--- src/rtl/weight_pkg.sv ---
// Shared constants, FSM states and LFSR-to-weight mapping for weight_ram_ctrl.
// Define WINIT_CLAMP_EN to narrow initial weights to -64..63 (default -512..511).
package weight_pkg;

   localparam int NUM_WEIGHTS = 165;
   localparam int AW          = 8;
   localparam int DW          = 10;
   localparam int LFSR_W      = 16;

   // Right-shifting Fibonacci form: bits 0,2,3,5 realise x^16+x^14+x^13+x^11+1.
   localparam logic [LFSR_W-1:0] LFSR_TAPS    = 16'h002D;
   localparam logic [LFSR_W-1:0] DEFAULT_SEED = 16'hACE1;
   localparam logic [AW-1:0]     LAST_ADDR    = AW'(NUM_WEIGHTS - 1);

   typedef enum logic [1:0] {
      IDLE  = 2'd0,
      INIT  = 2'd1,
      READY = 2'd2
   } state_t;

   function automatic logic [DW-1:0] lfsr_to_weight(input logic [DW-1:0] bits);
`ifdef WINIT_CLAMP_EN
      return $signed(bits) >>> 3;
`else
      return bits;
`endif
   endfunction

   function automatic logic in_range(input logic [AW-1:0] addr);
      return addr < AW'(NUM_WEIGHTS);
   endfunction

endpackage

--- src/rtl/weight_lfsr.sv ---
// 16-bit Fibonacci LFSR with synchronous load; a zero seed is replaced by DEFAULT_SEED.
module weight_lfsr
   import weight_pkg::*;
(
   input  logic              clk,
   input  logic              rst_n,
   input  logic              load,
   input  logic [LFSR_W-1:0] seed,
   input  logic              en,
   output logic [LFSR_W-1:0] state
);

   logic [LFSR_W-1:0] state_q;
   logic [LFSR_W-1:0] state_d;

   // NOTE: every always_comb output gets a default first, so no path can infer a latch.
   always_comb begin
      state_d = state_q;
      if (load) begin
         state_d = (seed == '0) ? DEFAULT_SEED : seed;
      end else if (en) begin
         state_d = {^(state_q & LFSR_TAPS), state_q[LFSR_W-1:1]};
      end
   end

   // NOTE: sequential state uses non-blocking assignments so all flops update together.
   always_ff @(posedge clk) begin
      if (!rst_n) begin
         state_q <= DEFAULT_SEED;
      end else begin
         state_q <= state_d;
      end
   end

   assign state = state_q;

endmodule

--- src/rtl/weight_ram_ctrl.sv ---
// Weight RAM sequencer: LFSR fill on Start, then round-robin share of the single
// RAM port between forward reads and training writes. Honours WINIT_CLAMP_EN.
module weight_ram_ctrl
   import weight_pkg::*;
(
   input  logic              Clock,
   input  logic              Rst,
   input  logic              Start,
   input  logic [LFSR_W-1:0] Seed,
   output logic              Busy,
   output logic              Done,
   input  logic              FwdReq,
   input  logic [AW-1:0]     FwdAddr,
   output logic              FwdGnt,
   output logic [DW-1:0]     RdData,
   output logic              RdValid,
   input  logic              UpdReq,
   input  logic [AW-1:0]     UpdAddr,
   input  logic [DW-1:0]     UpdData,
   output logic              UpdGnt,
   output logic              AddrErr,
   output logic [DW-1:0]     RamD,
   output logic [AW-1:0]     RamAddress,
   output logic              RamWE,
   input  logic [DW-1:0]     RamQ
);

   state_t            state_q, state_d;
   logic [AW-1:0]     count_q, count_d;
   logic              busy_q, busy_d;
   logic              done_q, done_d;
   logic              rd_valid_q, rd_valid_d;
   logic              addr_err_q, addr_err_d;
   logic              upd_prio_q, upd_prio_d;

   logic [LFSR_W-1:0] lfsr_state;
   logic              lfsr_load;
   logic              lfsr_en;
   logic              lfsr_unused;
   logic              ready;
   logic              fwd_gnt;
   logic              upd_gnt;

   weight_lfsr u_lfsr (
      .clk   (Clock),
      .rst_n (Rst),
      .load  (lfsr_load),
      .seed  (Seed),
      .en    (lfsr_en),
      .state (lfsr_state)
   );

   // Only the low DW bits become a weight; the rest just feed the shift register.
   assign lfsr_unused = ^lfsr_state[LFSR_W-1:DW];

   // Grants and RAM pins are gated by Rst so a reset cycle never touches the RAM.
   always_comb begin
      ready   = Rst && (state_q == READY);
      upd_gnt = ready && UpdReq && (!FwdReq || upd_prio_q);
      fwd_gnt = ready && FwdReq && !upd_gnt;
   end

   always_comb begin
      state_d    = state_q;
      count_d    = count_q;
      upd_prio_d = upd_prio_q;
      lfsr_load  = 1'b0;
      lfsr_en    = 1'b0;
      case (state_q)
         IDLE, READY: begin
            if (Start) begin
               state_d   = INIT;
               count_d   = '0;
               lfsr_load = 1'b1;
            end
         end
         INIT: begin
            lfsr_en = 1'b1;
            count_d = count_q + 1'b1;
            if (count_q == LAST_ADDR) begin
               state_d = READY;
            end
         end
         default: state_d = IDLE;
      endcase

      // The loser of a conflict wins the next one.
      if (ready && FwdReq && UpdReq) begin
         upd_prio_d = !upd_gnt;
      end

      busy_d     = (state_d == INIT);
      done_d     = (state_d == INIT) && (count_d == LAST_ADDR);
      rd_valid_d = fwd_gnt;
      addr_err_d = (fwd_gnt && !in_range(FwdAddr)) || (upd_gnt && !in_range(UpdAddr));
   end

   always_comb begin
      RamWE      = 1'b0;
      RamAddress = '0;
      RamD       = '0;
      if (Rst && (state_q == INIT)) begin
         RamWE      = 1'b1;
         RamAddress = count_q;
         RamD       = lfsr_to_weight(lfsr_state[DW-1:0]);
      end else if (upd_gnt) begin
         RamWE      = in_range(UpdAddr);
         RamAddress = UpdAddr;
         RamD       = UpdData;
      end else if (fwd_gnt) begin
         RamAddress = FwdAddr;
      end
   end

   always_ff @(posedge Clock) begin
      if (!Rst) begin
         state_q    <= IDLE;
         count_q    <= '0;
         busy_q     <= 1'b0;
         done_q     <= 1'b0;
         rd_valid_q <= 1'b0;
         addr_err_q <= 1'b0;
         upd_prio_q <= 1'b1;
      end else begin
         state_q    <= state_d;
         count_q    <= count_d;
         busy_q     <= busy_d;
         done_q     <= done_d;
         rd_valid_q <= rd_valid_d;
         addr_err_q <= addr_err_d;
         upd_prio_q <= upd_prio_d;
      end
   end

   assign Busy    = busy_q;
   assign Done    = done_q;
   assign RdValid = rd_valid_q;
   assign AddrErr = addr_err_q;
   assign FwdGnt  = fwd_gnt;
   assign UpdGnt  = upd_gnt;
   assign RdData  = RamQ;

endmodule

--- config.mk ---
export PLATFORM = sky130hd
export DESIGN_NAME = weight_ram_ctrl
export DESIGN_NICKNAME = d
export VERILOG_FILES = /design/src/rtl/weight_pkg.sv /design/src/rtl/weight_lfsr.sv /design/src/rtl/weight_ram_ctrl.sv
export SDC_FILE = /design/constraint.sdc
export NUM_CORES = 1
export LEC_CHECK = 0
export ABC_AREA = 1
export CAP_MARGIN = 30
export CORE_UTILIZATION = 40
export CTS_CLUSTER_DIAMETER = 60
export CTS_CLUSTER_SIZE = 10
export DETAILED_ROUTE_END_ITERATION = 10
export PLACE_DENSITY = 0.87
export SYNTH_ARGS = -nofsm -noshare
export SYNTH_HDL_FRONTEND = slang
export SYNTH_SLANG_ARGS = --single-unit
--- constraint.sdc ---
create_clock -name Clock -period 2.41 [get_ports Clock]
set_input_delay 0.482 -clock Clock [delete_from_list [all_inputs] [get_ports Clock]]
set_output_delay 0.482 -clock Clock [all_outputs]
set_load 0.005 [all_outputs]
==> metrics.md, run 1 <==
| Metric | Value |
|---|---|
| Rows | `25` |
| Drt total wl | `6440 um` |
| First-pass GRT wire length | `about 9700 um` |
| CTS Buf Count | `5` |
| Hold Violations, Final | `0` |
| Clock root cell | `clkbuf_8` |
| CTS sink cnt | `31` |
| Via count | `~2.4k` |
| Internal power | `1020 uW` |
| Largest net degree at the start of global routing | `16` |
| Pwr/cell area | `about 470 nW/um2` |
| Seq cells post-synth | `31` |
| Area contributors post-synth | `dfxtp_1, nand2_1, inv_1` |
| TritonRoute pass-1 iters | `5` |
| Most common cell after layout, fill and taps aside | `nand2_1` |
| Total Nets Final | `between 400 and 500` |
| R2r endpoint | `Done$_SDFF_PN0_` |
| Design Area, Final | `slightly below 3000 um2` |
| Sequential area share after synthesis | `30.2%` |
| Commonest cells after routing, fill and taps aside | `nand2_1, clkdlybuf4s50_1, inv_1, nor2_1, dfxtp_1` |
| Detail Route Antenna Nets | `0` |
| CTS tree | `built` |
| Area leader, netlist | `dfxtp_1` |
| Placed Cells | `447` |
| Total gr overflow | `0` |
| Min Tclk post-route | `around 2400 ps` |
| Post-Synthesis Cell Area | `2050 um2` |
| Finished Layout Cells | `461` |
| Comb pwr share | `between 20 and 25%` |
| Min Hold Slack | `between 400 and 500 ps` |
| Tcrit/Tclk final | `97.9%` |
| Syn nets | `375` |
| Slew headroom | `80.3%` |
| Syn. warnings | `0` |
| Routed vias/inst | `5.25` |
| Initial core utilization | `a little over two fifths` |
| Hold Crit Class | `register to register` |
| Peak Freq | `approximately 420 MHz` |
| Reg-to-reg startpoint | `state_q[1]$_SDFF_PN0_` |
| Post-DP HPWL | `between 4000 and 5000 um` |
| Worst Path Class, Setup | `primary input to output pin` |
| Sequential Power Share | `approximately two fifths` |
| I/O Buffers | `71` |
| Drt drc | `0` |
| Die H | `about 74 um` |
| Synth top area share | `30.2%` |
| Critical path arrival | `approximately 1900 ps` |
| Mean routed wirelength per cell | `approximately 14 um` |
| Antenna violations before repair | `0` |
| Worst-margin pin slew | `around 290 ps` |
| Hold Crit Start | `u_lfsr.state[13]$_SDFFE_PN1P_` |
| Area Growth Syn to Fin | `45.2%` |
| Register area | `622 um2` |
| Outcome | `complete, no violations` |
| R2r setup slk | `~840 ps` |
| Sw Ratio | `a little over a quarter` |
| RSZ-0062 raised after global routing | `false` |
| Ys async rst share | `0%` |
| GP Congestion | `between 0.9 and 1` |
| Fillers | `420` |
| Syn_area_per_cell | `6.49 um2` |
| R2R cell count | `9` |
| Max VDD drop | `between 200 and 300 uV` |
| I/O pin count | `between 90 and 100` |
| Final Skew | `approximately 8.1 ps` |
| CP Data Required Time | `~1900 ps` |
| Top_reg_cell synth | `dfxtp_1` |
| P_sw | `387 uW` |
| Multi-input gate area | `around 1100 um2` |
| Dpl cell area | `2790 um2` |
| Clk buf depth | `2` |
| Worst skew pair latency | `300 ps` |
| Final setup viols | `0` |
| Startpoint types | `primary input` |
| Critical path peak fanout | `4` |
| Pins Over Slew Limit | `0` |
| Maxcap violations | `0` |
| H-tree level count | `2` |
| Critical path origin | `Rst` |
| Core region area | `approximately 4800 um2` |
| Reg clk slew, reported paths | `~70 ps` |
| Drt initial violations | `201` |
| Setup TNS | `0 ps` |
| Number of global-route vias before repair | `about 2.2k` |
| Clock Power Share | `between 30 and 40%` |
| GRT Total Usage | `23.8%` |
| CP Capture Type | `output pin` |
| Antenna Cells | `0` |
| Worst Setup EP | `RamAddress[2]` |
| Ratio of cells with drive above 1 in the final layout | `about 15%` |
| Lkg Pwr | `roughly 0.0014 uW` |
| Netlist cell types | `35` |
| Mapped Cells | `around 320` |
| Post-synth EDFFs | `0` |
| Horiz. Die Dim | `around 74 um` |
| Die Footprint | `between 5000 and 6000 um2` |
metal layers:
metal  share of wire [%]  vias up  wire length (um)  global-route usage, %
met3                 9.2       18               590                   5.76
met5                   0        -                 0                      0
met2                  48      142              3120                   40.1
li1                    -     1170                 -                      -
met1                  40     1089              2560                   27.5
met4                 2.7        0               175                   13.2
metrics by stage:
step                      setup WS (ps)  total power (uW)  util [%]
after CTS                          6.66              1400      61.4
final                              49.9              1410      61.9
after global placement             -295               852      58.0
after detailed placement           -356               858      58.0
after global routing               6.58              1450      61.9
after floorplan                     738               729         -
power groups by stage:
| stage | clock network, uW | registers, uW | logic (uW) |
|---|---|---|---|
| 2_1_floorplan | 0 | 573 | 157 |
| 3_3_place_gp | 0 | 577 | 274 |
| 3_5_place_dp | 0 | 579 | 279 |
| 4_1_cts | 553 | 568 | 276 |
| 5_1_grt | 571 | 572 | 308 |
| 6_report | 553 | 568 | 285 |
area by class of cell:
class                   instances  area share (%)
well taps                      67            2.81
flip-flops and latches         31            20.9
multi-input cells             218            38.0
clock buffers                   6            2.77
clock inverters                 2            1.18
repair inverters                1           0.294
inverters                      47            6.26
repair buffers                 89            27.8
worst min path at each step:
| stage | endpoint | slack, ps | cells after the start |
|---|---|---|---|
| floorplan | u_lfsr.state[15]$_SDFFE_PN1P_ | 440 | 2 |
| global placement | u_lfsr.state[15]$_SDFFE_PN1P_ | 450 | 2 |
| detailed placement | u_lfsr.state[13]$_SDFFE_PN1P_ | 450 | 2 |
| CTS | u_lfsr.state[13]$_SDFFE_PN1P_ | 470 | 2 |
| global route | u_lfsr.state[10]$_SDFFE_PN1P_ | 490 | 2 |
| finish | u_lfsr.state[13]$_SDFFE_PN1P_ | 460 | 2 |
worst max-delay path, cell delays in order:
cell and delay [ps]:
dlygate4sd2_1 290, nand3_4 130, nor2_4 170, nand2_8 100
buf_12 150, buf_4 130, buf_4 120, o211ai_1 150
buf_2 140
flip-flops by register name (all words and copies together) (netlist names):
name / count
upd_prio_q: 1
RdValid: 1
AddrErr: 1
Busy: 1
Done: 1
u_lfsr.state: 16
state_q: 2
count_q: 8
what timing repair did:
item | CTS | global route
setup endpoints to repair | 21 | 14
cloned | 1 | 0
buffers inserted | 4 | 1
gates resized for setup | 44 | 6
hold buffers | 0 | 0
pin swaps | 2 | 3
cell usage after synthesis (2+ instances only):
cell      number
a31oi_1        2
nand2_2        3
nand4_1        3
buf_6          2
nand3_1       19
o21ai_0       21
dfxtp_1       31
buf_2          3
a21oi_1       16
o21ai_1        4
o221ai_1       6
nor2_1        34
inv_2          7
clkbuf_1       2
a221oi_1       2
inv_1         39
buf_4         12
nor2_4         2
o211ai_1       7
nand2_4        3
nand3_2        2
nand2_1       80
a22o_1         3
ha_1           2
kinds of logic (layout without fill, tap and decap cells):
kind of cell,Yosys count,in the layout,share of synthesized area (%)
adders and majority gates,2,2,1.22
xor gates and xnor gates,2,2,0.854
DFF,31,31,30.2
and+or+nand+nor,150,150,32.4
AOI/OAI and AO/OA,64,64,19.1
buffers and inverters,67,145,16.2
Note: power is estimated with default switching activity, not from simulation.
==> inputs of run 2 (changes only) <==
HOLD_SLACK_MARGIN = 0.15   (was unset)
==> results of run 2 <==
Same layout as run 1: the final DEF is identical, and so are final timing and power.
